$ cat config.mk
export PLATFORM = sky130hd
export DESIGN_NAME = sram_req_master_flat
export DESIGN_NICKNAME = d
export VERILOG_FILES = /design/src/rtl/sram_req_pkg.sv /design/src/rtl/sram_req_if.sv /design/src/rtl/sram_rsp_fifo.sv /design/src/rtl/sram_req_master.sv /design/src/flat_wrapper.sv
export SDC_FILE = /design/constraint.sdc
export NUM_CORES = 1
export LEC_CHECK = 0
export BUFFER_PORTS_ARGS = -buffer_cell sky130_fd_sc_hd__buf_2
export CORE_MARGIN = 5
export CORE_UTILIZATION = 55
export CTS_BUF_LIST = sky130_fd_sc_hd__clkbuf_8
export DETAILED_ROUTE_END_ITERATION = 7
export PLACE_DENSITY = 0.81
export SYNTH_ARGS = -nofsm -noshare
export SYNTH_HDL_FRONTEND = slang
export SYNTH_SLANG_ARGS = --single-unit
$ cat constraint.sdc
create_clock -name clk -period 4.8 [get_ports clk]
set_clock_uncertainty 0.2 [all_clocks]
set_input_delay 0.48 -clock clk [delete_from_list [all_inputs] [get_ports clk]]
set_output_delay 0.48 -clock clk [all_outputs]
set_load 0.01 [all_outputs]
$ cat src/rtl/sram_req_pkg.sv
// sram_req_pkg: shared widths and request/response records for sram_req_master
package sram_req_pkg;
  localparam int ADDR_W = 16;
  localparam int DATA_W = 32;
  localparam int BE_W = DATA_W / 8;
  typedef struct packed {
    logic              is_wr;
    logic              err;
    logic [DATA_W-1:0] rdata;
  } rsp_t;
  typedef struct packed {
    logic [BE_W-1:0]   be;
    logic [ADDR_W-1:0] addr;
    logic [DATA_W-1:0] wdata;
  } req_t;
endpackage

$ cat src/rtl/sram_req_if.sv
// sram_req_if: request/response stream between a compute engine (master) and sram_req_master (slave)
interface sram_req_if #(
  parameter int ADDR_W = sram_req_pkg::ADDR_W,
  parameter int DATA_W = sram_req_pkg::DATA_W
);
  logic              req_valid;
  logic              req_ready;
  logic [DATA_W/8-1:0] req_be;
  logic [ADDR_W-1:0] req_addr;
  logic [DATA_W-1:0] req_wdata;
  logic              rsp_valid;
  logic              rsp_ready;
  logic              rsp_is_wr;
  logic [DATA_W-1:0] rsp_rdata;
  logic              rsp_err;
  modport master (
    output req_valid, req_be, req_addr, req_wdata, rsp_ready,
    input  req_ready, rsp_valid, rsp_is_wr, rsp_rdata, rsp_err
  );
  modport slave (
    input  req_valid, req_be, req_addr, req_wdata, rsp_ready,
    output req_ready, rsp_valid, rsp_is_wr, rsp_rdata, rsp_err
  );
endinterface

$ cat src/rtl/sram_rsp_fifo.sv
// sram_rsp_fifo: synchronous response FIFO with occupancy count; push/pop may coincide, pop on empty is ignored
module sram_rsp_fifo
  import sram_req_pkg::*;
#(
  parameter int DEPTH = 4,
  localparam int AW = $clog2(DEPTH),
  localparam int CW = AW + 1
) (
  input  logic          clk,
  input  logic          rst_n,
  input  logic          push,
  input  logic          pop,
  input  rsp_t          din,
  output rsp_t          dout,
  output logic [CW-1:0] count
);
  rsp_t mem [DEPTH];
  logic [AW-1:0] rd, wr;
  logic do_push, do_pop;
  assign do_pop = pop & (count != '0);
  assign do_push = push & ((count != CW'(DEPTH)) | do_pop);
  assign dout = mem[rd];
  // storage needs no reset: entries are only visible through count
  always_ff @(posedge clk)
    if (do_push) mem[wr] <= din;
  // pointers wrap naturally because DEPTH is a power of two
  always_ff @(posedge clk or negedge rst_n)
    if (!rst_n) begin
      rd <= '0;
      wr <= '0;
      count <= '0;
    end else begin
      rd <= rd + AW'(do_pop);
      wr <= wr + AW'(do_push);
      count <= count + CW'(do_push) - CW'(do_pop);
    end
endmodule

$ cat src/rtl/sram_req_master.sv
// sram_req_master: valid/ready requests to SRAM port cycles with credit-protected in-order responses; SRAM_REQ_BOUNDS_CHK_EN enables the address bounds check
module sram_req_master #(
  parameter int ADDR_W = sram_req_pkg::ADDR_W,
  parameter int DATA_W = sram_req_pkg::DATA_W,
  parameter int DEPTH = 480,
  parameter int FIFO_DEPTH = 4
) (
  input  logic                clk,
  input  logic                rst_n,
  sram_req_if.slave           bus,
  output logic [DATA_W/8-1:0] sram_wea,
  output logic [ADDR_W-1:0]   sram_addr,
  output logic [DATA_W-1:0]   sram_wdata,
  input  logic [DATA_W-1:0]   sram_rdata
);
  import sram_req_pkg::rsp_t, sram_req_pkg::req_t;
  localparam int CW = $clog2(FIFO_DEPTH) + 1;
  localparam logic [CW:0] FD = (CW+1)'(FIFO_DEPTH);
  localparam logic [ADDR_W:0] LIMIT = (ADDR_W+1)'(DEPTH);
  req_t req;
  rsp_t rsp_in, rsp_head;
  logic [CW-1:0] count;
  logic [CW:0] used;
  logic rdy_q, ready, accept, oob, err, rsp_v;
  logic s0_v, s0_wr, s0_err, s1_v, s1_wr, s1_err;
  assign req = '{be: bus.req_be, addr: bus.req_addr, wdata: bus.req_wdata};
  assign oob = {1'b0, req.addr} >= LIMIT;
`ifdef SRAM_REQ_BOUNDS_CHK_EN
  assign err = oob;
`else
  logic unused_oob;
  assign unused_oob = oob;
  assign err = 1'b0;
`endif
  assign used = (CW+1)'(count) + (CW+1)'(s0_v) + (CW+1)'(s1_v);
  assign ready = rdy_q & (used < FD);
  assign accept = bus.req_valid & ready;
  assign bus.req_ready = ready;
  // S0: drive the SRAM port; addr/wdata hold when idle or rejected so the SRAM sees a stable address
  always_ff @(posedge clk or negedge rst_n)
    if (!rst_n) begin
      rdy_q <= 1'b0;
      s0_v <= 1'b0;
      s0_wr <= 1'b0;
      s0_err <= 1'b0;
      sram_wea <= '0;
      sram_addr <= '0;
      sram_wdata <= '0;
    end else begin
      rdy_q <= 1'b1;
      s0_v <= accept;
      s0_wr <= accept & (|req.be);
      s0_err <= accept & err;
      sram_wea <= (accept & !err) ? req.be : '0;
      if (accept & !err) begin
        sram_addr <= req.addr;
        sram_wdata <= req.wdata;
      end
    end
  // S1: tag follows the SRAM access while the registered read data forms
  always_ff @(posedge clk or negedge rst_n)
    if (!rst_n) begin
      s1_v <= 1'b0;
      s1_wr <= 1'b0;
      s1_err <= 1'b0;
    end else begin
      s1_v <= s0_v;
      s1_wr <= s0_wr;
      s1_err <= s0_err;
    end
  assign rsp_in = '{is_wr: s1_wr, err: s1_err, rdata: (s1_wr | s1_err) ? '0 : sram_rdata};
  sram_rsp_fifo #(.DEPTH(FIFO_DEPTH)) u_fifo (
    .clk   (clk),
    .rst_n (rst_n),
    .push  (s1_v),
    .pop   (rsp_v & bus.rsp_ready),
    .din   (rsp_in),
    .dout  (rsp_head),
    .count (count)
  );
  assign rsp_v = count != '0;
  assign bus.rsp_valid = rsp_v;
  assign bus.rsp_is_wr = rsp_v & rsp_head.is_wr;
  assign bus.rsp_err = rsp_v & rsp_head.err;
  assign bus.rsp_rdata = rsp_v ? rsp_head.rdata : '0;
endmodule

$ cat src/flat_wrapper.sv
// flat-port wrapper written by rule: the top's interface ports become plain ports
module sram_req_master_flat import sram_req_pkg::rsp_t, sram_req_pkg::req_t;
#(
  parameter int ADDR_W = sram_req_pkg::ADDR_W,
  parameter int DATA_W = sram_req_pkg::DATA_W,
  parameter int DEPTH = 480,
  parameter int FIFO_DEPTH = 4
)
  (clk, rst_n, sram_wea, sram_addr, sram_wdata, sram_rdata, bus_req_valid, bus_req_be, bus_req_addr, bus_req_wdata, bus_rsp_ready, bus_req_ready, bus_rsp_valid, bus_rsp_is_wr, bus_rsp_rdata, bus_rsp_err);
  sram_req_if #(.ADDR_W(ADDR_W), .DATA_W(DATA_W)) bus_i ();
  input  logic clk;
  input  logic rst_n;
  output logic [DATA_W/8-1:0] sram_wea;
  output logic [ADDR_W-1:0] sram_addr;
  output logic [DATA_W-1:0] sram_wdata;
  input  logic [DATA_W-1:0] sram_rdata;
  input wire logic [$bits(bus_i.req_valid)-1:0] bus_req_valid;
  input wire logic [$bits(bus_i.req_be)-1:0] bus_req_be;
  input wire logic [$bits(bus_i.req_addr)-1:0] bus_req_addr;
  input wire logic [$bits(bus_i.req_wdata)-1:0] bus_req_wdata;
  input wire logic [$bits(bus_i.rsp_ready)-1:0] bus_rsp_ready;
  output wire logic [$bits(bus_i.req_ready)-1:0] bus_req_ready;
  output wire logic [$bits(bus_i.rsp_valid)-1:0] bus_rsp_valid;
  output wire logic [$bits(bus_i.rsp_is_wr)-1:0] bus_rsp_is_wr;
  output wire logic [$bits(bus_i.rsp_rdata)-1:0] bus_rsp_rdata;
  output wire logic [$bits(bus_i.rsp_err)-1:0] bus_rsp_err;
  assign bus_i.req_valid = bus_req_valid;
  assign bus_i.req_be = bus_req_be;
  assign bus_i.req_addr = bus_req_addr;
  assign bus_i.req_wdata = bus_req_wdata;
  assign bus_i.rsp_ready = bus_rsp_ready;
  assign bus_req_ready = bus_i.req_ready;
  assign bus_rsp_valid = bus_i.rsp_valid;
  assign bus_rsp_is_wr = bus_i.rsp_is_wr;
  assign bus_rsp_rdata = bus_i.rsp_rdata;
  assign bus_rsp_err = bus_i.rsp_err;
  sram_req_master #(.ADDR_W(ADDR_W), .DATA_W(DATA_W), .DEPTH(DEPTH), .FIFO_DEPTH(FIFO_DEPTH)) u_core (.clk(clk), .rst_n(rst_n), .bus(bus_i), .sram_wea(sram_wea), .sram_addr(sram_addr), .sram_wdata(sram_wdata), .sram_rdata(sram_rdata));
endmodule
==> results.json, run 1 <==
{
  "outcome": "finished, final reports clean",
  "yosys_warnings": 0,
  "slew_viol_final": 0,
  "start_kind": "flop",
  "grt_pass1_wl_um": 24800,
  "fin_crit_ns": 3.20,
  "dp_cells": 747,
  "fmax_mhz": 313,
  "crit-reg2reg-capture": "u_core.u_fifo.count[2]",
  "numCtsBuffers": 17,
  "final_core_utilization": 0.676,
  "pwr-share-clk": 0.198,
  "hold_viol_final": 0,
  "reg2regPathDepth": 8,
  "gp_congestion": 0.742,
  "final_cells": 797,
  "worstReg2RegStart": "u_core.u_fifo.count[2]",
  "synth_top_cell_by_area": "edfxtp_1",
  "synth_cell_types": 25,
  "switching_share": 0.321,
  "fin_area_um2": 9320,
  "core_um2": 13800,
  "drive_above_1_share": 0.412,
  "antenna_found_initial": 1,
  "cts.clk_slew.worst_paths_ns": 0.09,
  "drtPass1Iterations": 4,
  "initial_core_util": 0.555,
  "io_pins": 176,
  "synth_top_flop_cell": "edfxtp_1",
  "dpl_worst_slack_ns": 2.00,
  "register_area_um2": 5570,
  "hold_path.class": "in2reg",
  "layout_setup_ws_ns": 1.60,
  "antenna_left": 0,
  "wirelength_um": 15400,
  "place_area_um2": 8750,
  "first_global_vias": 4769,
  "die_w_um": 128,
  "gr-usage-all-layers": 0.199,
  "crit_family": "flip-flops",
  "avgRoutedWirePerCell_um": 19.3,
  "syn_inst": 402,
  "postSynth.asyncResetShare": 0.327,
  "whs_ns": 0.0383,
  "layout.nets": 699,
  "crit_buf_inv": 2,
  "die_area_um2": 16300,
  "critPathMaxFanout": 18,
  "post-route-drc-count": 0,
  "grt_start_max_net_pins": 65,
  "syn_area_um2": 7640,
  "route.vias.total": 4182,
  "tritoncts": "built",
  "antennaDiodeCount": 0,
  "worst_setup_path_end_kind": "primary output",
  "switchingPower_mw": 1.67,
  "multi_input_area_um2": 1980,
  "die_h_um": 128,
  "cpMaxStageDelayCell": "dfrtp_2",
  "min_period_over_period": 0.666,
  "fillers": 948,
  "vdd_ir_drop_max_mv": 0.304,
  "cp.required_ns": 4.12,
  "crit_start": "u_core.u_fifo.rd[0]",
  "synth_edf_count": 132,
  "syn_nets": 497,
  "io_buffers": 174,
  "synth.most_common_cell": "edfxtp_1",
  "seq_area_frac_synth": 0.729,
  "power.density_nw_per_um2": 557,
  "synth_common_cells": "edfxtp_1, nor2b_1, dfrtp_1, mux2_1, mux4_2",
  "vias_per_cell": 5.25,
  "rrSetupSlack_ns": 2.14,
  "crit_end": "bus_rsp_rdata[9]",
  "worstMarginPinSlew_ns": 0.871,
  "crit_cells": 4,
  "ctsLongestPathBuffers": 2,
  "p_leak_nw": 3.78,
  "htree_num_levels": 4,
  "crit_chain": "buf_4 > mux4_2 > nor2b_1 > buf_2",
  "synth_top_area_share": 0.519,
  "cap_violations": 0,
  "rows": 43,
  "worstSetupPathType": "reg2out",
  "synth_seq_cells": 196,
  "p_int_mw": 3.53,
  "cts_root_buf": "clkbuf_8",
  "hpwl_um": 10100,
  "clock_sinks": 196,
  "slew_headroom": 0.420,
  "power.total_mw": 5.19,
  "setup_tns_ns": 0,
  "arrival_ns": 2.52,
  "area_growth_syn_to_layout_pct": 22.0,
  "cts_resized": 0,
  "ys_top_cells_by_area": "edfxtp_1, dfrtp_1, mux4_2",
  "avgSynthCellArea_um2": 19.0,
  "grt_overflow_total": 0,
  "max_stage_delay_ns": 0.74,
  "comb_power_share": 0.327,
  "setup_violations": 0,
  "rsz0062_at_grt": "false",
  "drtIter0Drc": 242,
  "power_frac_seq": 0.475,
  "worstSkewPairLatency_ns": 0.45
}
## sequential cells by signal (all words and copies together) (netlist names)
signal and count:
u_core.u_fifo.wr 2, u_core.s0_wr 1, u_core.s1_v 1, u_core.u_fifo.count 3, u_core.s0_v 1, u_core.u_fifo.mem 132, u_core.sram_addr 16, u_core.sram_wea 4
u_core.sram_wdata 32, u_core.u_fifo.rd 2, u_core.rdy_q 1, u_core.s1_wr 1
## cell families after synthesis
| family | Yosys count | synth area share |
|---|---|---|
| mux | 81 | 0.168 |
| compound gates | 3 | 0.00426 |
| fa+ha+maj | 7 | 0.0125 |
| other cells | 2 | 0.000983 |
| xor+xnor | 3 | 0.00344 |
| flops | 196 | 0.729 |
| simple gates | 83 | 0.0668 |
| buf+inv | 27 | 0.0152 |
## cell usage in the layout, fill, tap and decap left out, types with 3 or more instances in the layout
cell type	n
and3_1	5
clkbuf_8	18
dfrtp_1	62
inv_1	10
ha_1	6
buf_4	11
nor2b_1	67
dlygate4sd3_1	18
edfxtp_1	132
mux4_2	33
mux2_1	48
buf_2	174
xor2_1	3
## timing repair
action	4_1_cts	5_1_grt
buffers inserted	0	0
endpoints found under the setup margin	0	0
hold endpoints to repair	79	2
hold buffers	16	2
## metal layers
metal	routed length, µm	vias up	share of wire	global-route usage
met5	9	-	0.00058	0
met1	6050	2087	0.39	0.238
li1	-	1910	-	-
met2	7690	163	0.50	0.335
met3	1450	20	0.094	0.0792
met4	206	2	0.013	0.0581
## area by class of cell
cell class | instances | area share
Sequential cell | 196 | 0.598
Multi-Input combinational cell | 179 | 0.212
Timing Repair Buffer | 203 | 0.122
Clock buffer | 18 | 0.0266
Tap cell | 180 | 0.0242
Inverter | 7 | 0.00282
Clock inverter | 14 | 0.0149
## worst min-delay path by stage
| stage | startpoint | endpoint | slack, ns | cells after the start |
|---|---|---|---|---|
| final | bus_req_wdata[17] | u_core.sram_wdata[17] | 0.04 | 2 |
| after global placement | u_core.s0_wr | u_core.s1_wr | 0.14 | 0 |
| after CTS | bus_req_wdata[1] | u_core.sram_wdata[1] | 0.001 | 2 |
| after global routing | bus_req_addr[12] | u_core.sram_addr[12] | 0.003 | 2 |
| after floorplan | rst_n | u_core.rdy_q | -0.02 | 0 |
| after detailed placement | u_core.s0_wr | u_core.s1_wr | 0.14 | 0 |
## power groups by stage
stage	logic [mW]	registers, mW	clock network (mW)
after floorplan	1.02	2.48	0
after global placement	1.67	2.48	0
after detailed placement	1.72	2.50	0
after CTS	1.73	2.47	1.05
after global routing	1.87	2.53	1.12
final	1.70	2.47	1.03
Power figures use the tool's default switching activity.
==> run 2: changes to the inputs <==
- ABC_AREA: unset -> 1
- CORE_UTILIZATION: 55 -> 51
- PLACE_DENSITY: 0.81 -> 0.79
- clock period: 4.8 -> 2.6 ns (I/O delays scaled with it)
==> results.json, run 2 <==
{
  "largest_reg_flops": 132,
  "setup_violations": 0,
  "slew_headroom": 0.472,
  "io_pins": 176,
  "die_area_um2": 18500,
  "crit_chain": "inv_6 > buf_16 > o21ai_0 > a21oi_1 > buf_2",
  "synth_seq_cells": 196,
  "register_area_um2": 5570,
  "gr-usage-all-layers": 0.229,
  "first_global_vias": 6620,
  "synth_common_cells": "nor2_1, edfxtp_1, nand2_1, dfrtp_1, nand4_1",
  "cap_violations": 0,
  "arrival_ns": 2.01,
  "initial_core_util": 0.515,
  "synth_top_cell_by_area": "edfxtp_1",
  "die_h_um": 136,
  "grt_start_max_net_pins": 65,
  "grt_pass1_wl_um": 32800,
  "rsz0062_at_grt": "false",
  "synth_top_flop_cell": "edfxtp_1",
  "worstMarginPinSlew_ns": 0.792,
  "worst_setup_path_end_kind": "primary output",
  "fin_crit_ns": 2.47,
  "htree_num_levels": 4,
  "gp_congestion": 0.806,
  "final_cell_mix": "buf_2, nor2_1, edfxtp_1",
  "whs_ns": 0.104,
  "hold_path.class": "in2reg",
  "wirelength_um": 20700,
  "syn_area_um2": 8120,
  "core_um2": 15800,
  "antenna_left": 0,
  "start_kind": "flop",
  "layout_setup_ws_ns": 0.130,
  "antenna_found_initial": 0,
  "outcome": "finished, final reports clean",
  "cts_root_buf": "clkbuf_8",
  "final_core_utilization": 0.670,
  "die_w_um": 136,
  "synth_cell_types": 28,
  "layout.nets": 1086,
  "cts.clk_slew.worst_paths_ns": 0.09,
  "cp.required_ns": 2.14,
  "numCtsBuffers": 17,
  "antennaDiodeCount": 0,
  "yosys_warnings": 0,
  "drive_above_1_share": 0.243,
  "crit_buf_inv": 3,
  "crit_family": "flip-flops",
  "route.vias.total": 6397,
  "critPathMaxFanout": 52,
  "io_buffers": 174,
  "grt_overflow_total": 0,
  "post-route-drc-count": 0,
  "place_area_um2": 9230,
  "min_period_over_period": 0.950,
  "synth.most_common_cell": "nor2_1",
  "avgSynthCellArea_um2": 11.0,
  "area_growth_syn_to_layout_pct": 30.3,
  "avgRoutedWirePerCell_um": 17.0,
  "hold_viol_final": 0,
  "multi_input_area_um2": 2120,
  "setup_tns_ns": 0,
  "max_stage_delay_ns": 0.60,
  "ys_top_cells_by_area": "edfxtp_1, dfrtp_1, nor2_1",
  "tritoncts": "built",
  "p_leak_nw": 4.70,
  "final_cells": 1220,
  "postSynth.asyncResetShare": 0.327,
  "dp_cells": 1103,
  "vias_per_cell": 5.24,
  "power.total_mw": 10.9,
  "drtIter0Drc": 405,
  "vdd_ir_drop_max_mv": 0.625,
  "worstSkewPairLatency_ns": 0.45,
  "hpwl_um": 11600,
  "reg_top3": "u_core.u_fifo.mem x132, u_core.sram_wdata x32, u_core.sram_addr x16",
  "syn_inst": 741,
  "clock_sinks": 196,
  "worstSetupPathType": "reg2out",
  "synth_edf_count": 132,
  "fmax_mhz": 405,
  "rows": 46,
  "drtPass1Iterations": 5,
  "top_register": "u_core.u_fifo.mem",
  "syn_nets": 836,
  "power.density_nw_per_um2": 1030,
  "dpl_worst_slack_ns": 0.300,
  "final_common_cell": "buf_2",
  "fillers": 1125,
  "cpMaxStageDelayCell": "dfrtp_4",
  "slew_viol_final": 0,
  "seq_area_frac_synth": 0.686,
  "synth_top_area_share": 0.488,
  "ctsLongestPathBuffers": 2,
  "fin_area_um2": 10600
}
[run 2: changes by cell type in the layout (fill, tap and decap cells not counted), moves of 4 or more]
cell,delta
nor2_1,+170
mux2_1,-48
nor3_4,+4
mux4_2,-33
buf_12,+5
nand4_1,+47
nand2_1,+99
o21ai_1,+26
nor2b_1,-67
o21ai_0,+40
dlygate4sd3_1,+67
a21oi_1,+33
and3_1,-5
inv_1,+37
[run 2: worst register-to-register path, stage by stage (launching register included)]
cell,delay (ns)
dfrtp_1,0.39
ha_1,0.30
nand2_2,0.09
nand2_4,0.06
a21oi_2,0.20
nand4_4,0.62
nand2_1,0.31
nand2_1,0.09
[run 2: cell type report]
class / count / area share
Clock buffer: 21 / 0.0273
Clock inverter: 11 / 0.0162
Inverter: 50 / 0.0182
Multi-Input combinational cell: 447 / 0.201
Sequential cell: 196 / 0.527
Tap cell: 216 / 0.0256
Timing Repair Buffer: 279 / 0.185
[run 2: report_power, final]
| group | leakage [nW] | total (mW) | switching, mW | internal [mW] |
|---|---|---|---|---|
| combinational | 2.46 | 4.30 | 2.69 | 1.60 |
| clock | 0.239 | 2.19 | 1.03 | 1.16 |
| sequential | 2.00 | 4.40 | 0.392 | 4.01 |
| total | 4.70 | 10.9 | 4.11 | 6.77 |
[run 2: cell families (layout without fill, tap and decap cells)]
family,count (synthesis),after routing,share of synthesized area
buf+inv,98,361,0.0590
xor+xnor,3,3,0.00324
other cells,2,2,0.000925
flops,196,196,0.686
compound gates,101,101,0.0632
simple gates,334,334,0.176
fa+ha+maj,7,7,0.0117
[run 2: repair_timing]
item | in CTS | in global routing
hold buffers | 85 | 0
hold endpoints to repair | 245 | 0
setup buffers | 0 | 0
setup endpoints to repair | 8 | 22
resized for setup | 1 | 8
[run 2: final timing paths]
| path | startpoint | to | slack [ns] | depth (start not counted) |
|---|---|---|---|---|
| max reg2reg | u_core.s1_v | u_core.sram_addr[9] | 0.23 | 7 |
| min | bus_rsp_ready | u_core.u_fifo.rd[0] | 0.10 | 4 |
| min in group asynchronous | rst_n | u_core.sram_wdata[29] | 0.30 | 3 |
| min reg2reg | u_core.s0_wr | u_core.s1_wr | 0.17 | 0 |
| max in group asynchronous | rst_n | u_core.u_fifo.rd[0] | 1.29 | 3 |
| max | u_core.u_fifo.rd[0] | bus_rsp_is_wr | 0.13 | 5 |
[run 2: per-layer routing]
| metal | up-vias | routed length (µm) | GRT usage |
|---|---|---|---|
| li1 | 2993 | - | - |
| met1 | 3054 | 8020 | 0.276 |
| met2 | 304 | 10400 | 0.390 |
| met3 | 46 | 1680 | 0.0588 |
| met4 | 0 | 620 | 0.100 |
| met5 | - | 0 | 0 |
